## config.mk

```make
export PLATFORM = sky130hd
export DESIGN_NAME = bcsa_pipe
export DESIGN_NICKNAME = d
export VERILOG_FILES = /design/src/rtl/bcsa_pipe.sv
export SDC_FILE = /design/constraint.sdc
export NUM_CORES = 1
export LEC_CHECK = 0
export CAP_MARGIN = 20
export CORE_AREA = 2 2 122 124
export DETAILED_ROUTE_END_ITERATION = 7
export DIE_AREA = 0 0 124 126
export PLACE_DENSITY_LB_ADDON = 0.12
export SLEW_MARGIN = 10
export SYNTH_ARGS = -nofsm -noshare
export SYNTH_HDL_FRONTEND = slang
export SYNTH_SLANG_ARGS = --single-unit
```

## constraint.sdc

```tcl
create_clock -name clk -period 9.45 [get_ports clk]
set_input_delay 0.945 -clock clk [delete_from_list [all_inputs] [get_ports clk]]
set_output_delay 0.945 -clock clk [all_outputs]
set_load 0.005 [all_outputs]
```

## src/rtl/bcsa_pipe.sv

```systemverilog
// Pipelined block carry-speculative adder with speculation-error flag and saturating error count.
// Optional macro BCSA_CORRECT_EN adds a one-cycle FIX state that replaces erroneous sums with the exact sum.
module bcsa_pipe #(
    parameter int WIDTH = 16,
    parameter int BLK   = 4,
    parameter int CNT_W = 16
) (
    input  logic             clk,
    input  logic             rst,
    input  logic             in_valid,
    output logic             in_ready,
    input  logic [WIDTH-1:0] a,
    input  logic [WIDTH-1:0] b,
    output logic             out_valid,
    input  logic             out_ready,
    output logic [WIDTH:0]   sum,
    output logic             err,
    input  logic             clr_cnt,
    output logic [CNT_W-1:0] err_cnt
);
    localparam int NBLK = WIDTH / BLK;

`ifdef BCSA_CORRECT_EN
    typedef enum logic [0:0] {RUN = 1'b0, FIX = 1'b1} state_t;
`else
    typedef enum logic [0:0] {RUN = 1'b0} state_t;
`endif

    state_t           state_q, state_d;
    logic             s1_valid_q, s1_valid_d;
    logic [WIDTH-1:0] s1_a_q, s1_a_d;
    logic [WIDTH-1:0] s1_b_q, s1_b_d;
    logic             s2_valid_q, s2_valid_d;
    logic [WIDTH:0]   sum_q, sum_d;
    logic             err_q, err_d;
`ifdef BCSA_CORRECT_EN
    logic [WIDTH:0]   exact_q, exact_d;
`endif
    logic [CNT_W-1:0] cnt_q, cnt_d;

    logic [WIDTH-1:0] p_s, g_s;
    logic [NBLK-1:0]  ci_s;
    logic [WIDTH:0]   approx_s, exact_s;
    logic             err_s, lc_s, c_s;
    logic             run_s, s2_adv_s, s2_load_s, accept_s, deliver_s, in_ready_s;

    // Speculative carry selection per block, then in-block lookahead sum.
    always_comb begin
        p_s      = s1_a_q ^ s1_b_q;
        g_s      = s1_a_q & s1_b_q;
        ci_s     = '0;
        approx_s = '0;
        lc_s     = 1'b0;
        c_s      = 1'b0;
        for (int i = 1; i < NBLK; i++) begin
            lc_s = 1'b0;
            for (int j = 0; j < BLK; j++) begin
                lc_s = g_s[(i-1)*BLK+j] | (p_s[(i-1)*BLK+j] & lc_s);
            end
            // A generate at the previous top bit or a kill at this LSB decides the carry locally.
            if (g_s[i*BLK-1] | (~s1_a_q[i*BLK] & ~s1_b_q[i*BLK])) begin
                ci_s[i] = g_s[i*BLK-1];
            end else begin
                ci_s[i] = lc_s;
            end
        end
        for (int i = 0; i < NBLK; i++) begin
            c_s = ci_s[i];
            for (int j = 0; j < BLK; j++) begin
                approx_s[i*BLK+j] = p_s[i*BLK+j] ^ c_s;
                c_s = g_s[i*BLK+j] | (p_s[i*BLK+j] & c_s);
            end
        end
        approx_s[WIDTH] = c_s;
        exact_s = {1'b0, s1_a_q} + {1'b0, s1_b_q};
        err_s   = (approx_s != exact_s);
    end

    // Handshake qualifiers shared by both stages, FSM and counter.
    always_comb begin
        run_s      = (state_q == RUN);
        s2_adv_s   = (~s2_valid_q | out_ready) & run_s;
        s2_load_s  = s2_adv_s & s1_valid_q;
        in_ready_s = (~s1_valid_q | s2_adv_s) & run_s;
        accept_s   = in_valid & in_ready_s;
        deliver_s  = s2_valid_q & run_s & out_ready;
    end

    // Next-state for the correction FSM.
    always_comb begin
        state_d = state_q;
        case (state_q)
            RUN: begin
`ifdef BCSA_CORRECT_EN
                if (s2_load_s && err_s) begin
                    state_d = FIX;
                end else begin
                    state_d = RUN;
                end
`else
                state_d = RUN;
`endif
            end
`ifdef BCSA_CORRECT_EN
            FIX:     state_d = RUN;
`endif
            default: state_d = RUN;
        endcase
    end

    // Stage 1 operand capture.
    always_comb begin
        s1_valid_d = s1_valid_q;
        s1_a_d     = s1_a_q;
        s1_b_d     = s1_b_q;
        if (accept_s) begin
            s1_valid_d = 1'b1;
            s1_a_d     = a;
            s1_b_d     = b;
        end else if (s2_adv_s) begin
            s1_valid_d = 1'b0;
        end else begin
            s1_valid_d = s1_valid_q;
        end
    end

    // Stage 2 result capture; in FIX the held sum is overwritten by the exact sum.
    always_comb begin
        s2_valid_d = s2_valid_q;
        sum_d      = sum_q;
        err_d      = err_q;
`ifdef BCSA_CORRECT_EN
        exact_d    = exact_q;
`endif
        if (s2_load_s) begin
            s2_valid_d = 1'b1;
            sum_d      = approx_s;
            err_d      = err_s;
`ifdef BCSA_CORRECT_EN
            exact_d    = exact_s;
`endif
        end else if (s2_adv_s) begin
            s2_valid_d = 1'b0;
`ifdef BCSA_CORRECT_EN
        end else if (state_q == FIX) begin
            sum_d      = exact_q;
`endif
        end else begin
            s2_valid_d = s2_valid_q;
        end
    end

    // Saturating error counter; clear wins over increment.
    always_comb begin
        cnt_d = cnt_q;
        if (clr_cnt) begin
            cnt_d = {CNT_W{1'b0}};
        end else if (deliver_s && err_q && (cnt_q != {CNT_W{1'b1}})) begin
            cnt_d = cnt_q + {{(CNT_W-1){1'b0}}, 1'b1};
        end else begin
            cnt_d = cnt_q;
        end
    end

    // State registers.
    always_ff @(posedge clk or posedge rst) begin
        if (rst) begin
            state_q    <= RUN;
            s1_valid_q <= 1'b0;
            s1_a_q     <= {WIDTH{1'b0}};
            s1_b_q     <= {WIDTH{1'b0}};
            s2_valid_q <= 1'b0;
            sum_q      <= {(WIDTH+1){1'b0}};
            err_q      <= 1'b0;
`ifdef BCSA_CORRECT_EN
            exact_q    <= {(WIDTH+1){1'b0}};
`endif
            cnt_q      <= {CNT_W{1'b0}};
        end else begin
            state_q    <= state_d;
            s1_valid_q <= s1_valid_d;
            s1_a_q     <= s1_a_d;
            s1_b_q     <= s1_b_d;
            s2_valid_q <= s2_valid_d;
            sum_q      <= sum_d;
            err_q      <= err_d;
`ifdef BCSA_CORRECT_EN
            exact_q    <= exact_d;
`endif
            cnt_q      <= cnt_d;
        end
    end

    assign in_ready  = in_ready_s;
    assign out_valid = s2_valid_q & run_s;
    assign sum       = sum_q;
    assign err       = err_q;
    assign err_cnt   = cnt_q;

endmodule

```

==> results of run 1 <==
## per-stage QoR
stage                     setup slack, ns  area [sq um]  total power [mW]  hold slack [ns]  cells
after CTS                            4.78          5420              1.30            0.487    670
after global placement               4.88          5110             0.940            0.463    655
after floorplan                      5.14          4200             0.743            0.473    410
final                                4.79          5420              1.28            0.478    670
after detailed placement             4.83          5110             0.939            0.475    655
after global routing                 4.46          5420              1.38            0.521    670
## cell usage after synthesis (2+ instances only)
| library cell | instances | area (sq um) |
|---|---|---|
| o2111ai_1 | 2 | 17.5 |
| fa_1 | 13 | 260 |
| a21oi_1 | 16 | 80.1 |
| buf_1 | 5 | 18.8 |
| nor2_1 | 33 | 124 |
| a31oi_1 | 2 | 12.5 |
| o31ai_1 | 2 | 15.0 |
| and3_1 | 4 | 25.0 |
| nor4_1 | 6 | 37.5 |
| a211o_1 | 3 | 26.3 |
| o21ai_0 | 26 | 130 |
| mux2_2 | 37 | 417 |
| nor2b_1 | 3 | 18.8 |
| dfrtp_1 | 68 | 1700 |
| a21o_1 | 5 | 37.5 |
| nand3_1 | 11 | 55.1 |
| nor3_1 | 5 | 25.0 |
| xor2_1 | 17 | 149 |
| clkbuf_1 | 7 | 26.3 |
| o211ai_1 | 3 | 22.5 |
| xnor2_1 | 11 | 96.3 |
| inv_1 | 25 | 93.8 |
| a2111o_1 | 3 | 33.8 |
| nand4_1 | 8 | 50.1 |
| ha_1 | 20 | 250 |
| mux2i_1 | 3 | 30.0 |
| a2111oi_0 | 3 | 26.3 |
| nand2_1 | 31 | 116 |
| a211oi_1 | 2 | 15.0 |
| or3_1 | 3 | 18.8 |
| nand2b_1 | 6 | 37.5 |
| o311ai_0 | 2 | 17.5 |
| o21a_1 | 5 | 37.5 |
## worst max-delay path by stage
| stage | from | end | slack (ns) |
|---|---|---|---|
| finish | s1_a_q[0] | err | 4.79 |
| global route | s1_a_q[0] | err | 4.46 |
| CTS | s1_a_q[0] | err | 4.78 |
| detailed placement | s1_a_q[0] | err | 4.83 |
| global placement | s1_a_q[0] | err | 4.88 |
| floorplan | s1_a_q[0] | err | 5.14 |
## layout make-up
| type | instances | area, sq um |
|---|---|---|
| clock buffer | 10 | 229 |
| tap | 184 | 230 |
| sequential | 68 | 1700 |
| timing repair buffer | 75 | 743 |
| clock inverter | 5 | 77.6 |
| fill | 1453 | 8900 |
| multi-input combinational | 303 | 2340 |
| inverter | 25 | 93.8 |
## worst min-delay path, cell delays in order (launching register included)
cell and delay, ns:
dfrtp_1 0.34, nand2_1 0.05, o21ai_0 0.06
## flip-flops by register name (all words and copies together) (netlist names)
signal	count
sum	17
err_cnt	16
s1_a_q	16
s1_b_q	16
err	1
s1_valid_q	1
s2_valid_q	1
## per-layer routing
metal / up-vias / routed length (microns)
li1: 1599 / -
met1: 1566 / 4830
met2: 72 / 4430
met3: 13 / 512
met4: 0 / 220
met5: - / 0
## logic make-up after synthesis
| kind of cell | synth area share |
|---|---|
| flip-flops | 0.405 |
| multiplexers | 0.106 |
| AO/OA/AOI/OAI | 0.130 |
| adder cells (fa/ha/maj) | 0.122 |
| AND/OR/NAND/NOR | 0.141 |
| buffers and inverters | 0.0375 |
| XOR/XNOR | 0.0584 |
## power groups by stage
| stage | clock network (mW) | logic (mW) | registers [mW] |
|---|---|---|---|
| final | 0.352 | 0.546 | 0.385 |
| after global routing | 0.377 | 0.613 | 0.394 |
| after CTS | 0.365 | 0.551 | 0.386 |
| after global placement | 0 | 0.551 | 0.388 |
| after floorplan | 0 | 0.359 | 0.384 |
| after detailed placement | 0 | 0.548 | 0.391 |
==> flow_summary.json, run 1 <==
{
  "combPwrFrac": 0.426,
  "rows": 44,
  "synthCells": 410,
  "grt_pass1_vias": 3278,
  "grt_max_degree": 69,
  "drc": 0,
  "min_to": "sum[11]",
  "grt_pass1_wl_mm": 16.8,
  "path_clk_slew_ns": 0.06,
  "pwr-share-seq": 0.300,
  "clockBufferDepth": 2,
  "cp.depth": 16,
  "tns_ns": 0,
  "hold_depth": 2,
  "finalNetCount": 552,
  "reg2reg_setup_slack_ns": 4.79,
  "crit_path_start_kind": "register",
  "num_io_pins": 73,
  "critPathMaxFanout": 4,
  "core_area_sq_um": 14300,
  "grtUsageMet3": 0.0322,
  "final_common_cell": "clkdlybuf4s50_1",
  "post_cts_buffers": 0,
  "synth.distinct_cells": 53,
  "critPathBufInv": 1,
  "clock_latency_ns": 0.34,
  "synth_seq_cells": 68,
  "routabilityCongestion": 0.802,
  "synth_edf_count": 0,
  "p_leak_nw": 2.29,
  "syn_to_final_growth_pct": 29.0,
  "drtPass1Iterations": 4,
  "die_x_microns": 124,
  "report.final.slew_viol_count": 0,
  "status": "finished, final reports clean",
  "r2r_start": "s1_a_q[0]",
  "cts_tree": "built",
  "fin_crit_sh": 0.493,
  "swShare": 0.341,
  "cp_common_cell": "fa_1",
  "hold_path_class": "register to register",
  "dp_hpwl_mm": 7.56,
  "cts.sinks": 68,
  "cts_resized": 0,
  "setup.worst_path.end_class": "register",
  "arrival_ns": 4.87,
  "cpMaxStageDelayCell": "or4b_1",
  "syn_area_sq_um": 4200,
  "port-buffer-count": 72,
  "synth.net_count": 480,
  "root_buffer": "clkbuf_16",
  "track_usage": 0.141,
  "use_met2": 0.210,
  "most-common-layout-cells": "72 x clkdlybuf4s50_1, 68 x dfrtp_1, 37 x mux2_2",
  "crit_chain": "ha_1, fa_1, fa_1, inv_1, fa_1, nor2_1, nor2_1, fa_1, fa_1, fa_1, xnor2_1, nor2_1, or4b_1, or4_1, nor4_1, a21oi_1",
  "skew_ns": 0.00608,
  "irDropWorstVdd_mv": 0.0942,
  "clockPowerShare": 0.275,
  "path_class": "register to register",
  "postRouteWirelength_mm": 10.0,
  "post_drt_wl_per_cell_microns": 14.9,
  "die_h_microns": 126,
  "yosysSeqAreaShare": 0.405,
  "start_util": 0.293,
  "cts_hold_buf": 0,
  "fmaxAchievable_mhz": 215,
  "cts_buffers": 9,
  "die_area_sq_um": 15600,
  "rsz0062_at_grt": "false",
  "drt_iter0_markers": 116,
  "p_int_uw": 845,
  "min_period_ns": 4.66,
  "timing.rr.end": "err",
  "slew_headroom": 0.356,
  "ant_nets": 0,
  "max_stage_delay_ns": 0.53,
  "grt_overflow": 0,
  "viasPerCell": 4.85,
  "avgSynthCellArea_sq_um": 10.2,
  "num_antenna_cells": 0,
  "maxCapViolations": 0,
  "grt-busiest-layer": "met2",
  "ys_async_sr_fraction": 1.00,
  "grt_util_met1": 0.193,
  "crit_required_ns": 9.66,
  "power.net_switching_uw": 437,
  "hold_violations": 0,
  "tightest_slew_ns": 0.942,
  "cp_top_family": "adder cells",
  "h-tree-depth": 3,
  "hold_start": "sum[11]",
  "reg2reg_depth": 16,
  "setup_violations": 0,
  "final_layout_size_suffix_gt1_frac": 0.128,
  "dr_total_vias": 3250,
  "antenna_found_initial": 0,
  "powerDensity_nw_per_um2": 237,
  "final_util": 0.378,
  "yosysWarnings": 0,
  "synth_flop_cell": "dfrtp_1"
}
(Power assumes the default switching activity.)
==> run 2, diff against run 1 <==
==> constraint.sdc (replaced) <==
create_clock -name clk -period 4.5 [get_ports clk]
set_input_delay 0.45 -clock clk [delete_from_list [all_inputs] [get_ports clk]]
set_output_delay 0.45 -clock clk [all_outputs]
set_load 0.005 [all_outputs]
==> run 2 against run 1 <==
Worst setup slack worse by 4.7 ns. Cell area is 3.3% higher. Sequential power is 110% higher. Global-route usage is 0.41 points higher. Clock power is 130% higher. Critical path type unchanged. Hold slack worse by 0.0040 ns. Via count is 2.8% higher. Count of clock-buffer cells in the layout is 1 higher. Final cell count is 2.4% higher. Non-clock buffer count is 15 higher. Highest routed layer unchanged. Die area stayed put.
==> flow_summary.json, run 2 (synthesized netlist as in run 1, its figures left out) <==
{
  "antenna_found_initial": 0,
  "dp_hpwl_mm": 7.78,
  "slew_headroom": 0.427,
  "routabilityCongestion": 0.818,
  "setup_violations": 0,
  "final_layout_size_suffix_gt1_frac": 0.173,
  "drtPass1Iterations": 4,
  "place_ws_ns": -0.201,
  "largest_reg_flops": 17,
  "skew_ns": 0.00564,
  "rsz0062_at_grt": "true",
  "stdcell_area_sq_um": 5590,
  "syn_to_final_growth_pct": 33.2,
  "num_antenna_cells": 0,
  "viasPerCell": 4.87,
  "irDropWorstVdd_mv": 0.189,
  "cp_top_family": "adder cells",
  "ant_nets": 0,
  "setup.worst_path.end_class": "register",
  "root_buffer": "clkbuf_16",
  "path_clk_slew_ns": 0.06,
  "start_util": 0.293,
  "h-tree-depth": 3,
  "die_area_sq_um": 15600,
  "hold_violations": 0,
  "cpMaxStageDelayCell": "or4b_4",
  "hold_path_class": "register to register",
  "crit_required_ns": 4.71,
  "powerDensity_nw_per_um2": 514,
  "most-common-layout-cells": "72 x clkdlybuf4s50_1, 68 x dfrtp_1, 37 x mux2_2",
  "fmaxAchievable_mhz": 227,
  "status": "finished, final reports clean",
  "track_usage": 0.145,
  "rows": 44,
  "report.final.slew_viol_count": 0,
  "post_drt_wl_per_cell_microns": 15.2,
  "critPathMaxFanout": 4,
  "min_period_ns": 4.41,
  "final_common_cell": "clkdlybuf4s50_1",
  "crit_chain": "ha_2, fa_2, fa_1, inv_1, fa_2, nor2_2, nor2_1, fa_2, fa_2, fa_1, xnor2_2, o211ai_1, nand2_1, or4b_4, or4_4, nor4_2, a21oi_1",
  "grt_overflow": 0,
  "cp_common_cell": "fa_2",
  "maxCapViolations": 0,
  "die_x_microns": 124,
  "path_class": "register to register",
  "clockBufferDepth": 2,
  "cts_tree": "built",
  "finalNetCount": 567,
  "arrival_ns": 4.62,
  "whs_ns": 0.474,
  "drt_iter0_markers": 142,
  "cts_hold_buf": 0,
  "p_leak_nw": 2.38,
  "clock_latency_ns": 0.34,
  "postRouteWirelength_mm": 10.4,
  "tightest_slew_ns": 0.858,
  "critPathBufInv": 1,
  "grt_pass1_wl_mm": 17.3,
  "cts.sinks": 68,
  "crit_path_start_kind": "register",
  "die_h_microns": 126,
  "cts_buffers": 9,
  "fin_crit_sh": 0.979,
  "grt_max_degree": 40,
  "grt_pass1_vias": 3360,
  "port-buffer-count": 72,
  "placed_area_sq_um": 5190,
  "fin_ws_ns": 0.0938,
  "drc": 0,
  "num_io_pins": 73,
  "core_area_sq_um": 14300,
  "dr_total_vias": 3341,
  "max_stage_delay_ns": 0.51
}
[run 2: per-layer routing]
layer,GRT usage,vias up,wire length (microns),share of wire
met5,0,-,0,0
met4,0.0582,0,180,0.017
met3,0.0399,13,563,0.054
met2,0.215,72,4680,0.45
met1,0.199,1632,4980,0.48
li1,-,1624,-,-
[run 2: cell type report]
| cell class | count | area (sq um) |
|---|---|---|
| fill | 1484 | 8720 |
| multi-input combinational | 303 | 2380 |
| sequential | 68 | 1700 |
| timing repair buffer | 90 | 856 |
| clock buffer | 11 | 233 |
| tap | 184 | 230 |
| clock inverter | 5 | 100 |
| inverter | 25 | 93.8 |
[run 2: worst paths after layout]
check,start,cells past startpoint,end,slack [ns]
max,s1_b_q[0],17,err,0.09
min in group asynchronous,rst,2,s1_a_q[13],0.60
min,sum[9],2,sum[9],0.47
max in group asynchronous,rst,3,s1_b_q[12],2.96
max reg2reg,s1_b_q[0],17,err,0.09
min reg2reg,sum[9],2,sum[9],0.47
[run 2: metrics by stage]
step,utilization,cells,power (mW),setup TNS (ns)
after CTS,0.390,685,2.89,0
after global placement,0.363,666,2.03,-0.0666
after detailed placement,0.363,666,2.03,-0.201
after global routing,0.391,686,3.09,-0.0995
after floorplan,-,410,1.56,0
final,0.391,686,2.87,0
[run 2: timing repair]
action | in CTS | in global routing
pin swaps | 5 | 4
gates resized for setup | 8 | 3
buffers inserted | 3 | 1
hold endpoints to repair | 0 | 0
setup endpoints to repair | 1 | 1
[run 2: worst register-to-register path: stages, from the launching register on]
cell      delay (ns)
dfrtp_1         0.36
ha_2            0.20
fa_2            0.22
fa_1            0.16
inv_1           0.05
fa_2            0.35
nor2_2          0.08
nor2_1          0.06
fa_2            0.36
fa_2            0.34
fa_1            0.50
xnor2_2         0.19
o211ai_1        0.10
nand2_1         0.07
or4b_4          0.51
or4_4           0.49
nor4_2          0.14
a21oi_1         0.10
[run 2: power by group]
part	switching (mW)	internal, mW
Combinational	0.614	0.649
Clock	0.264	0.539
Sequential	0.0790	0.728
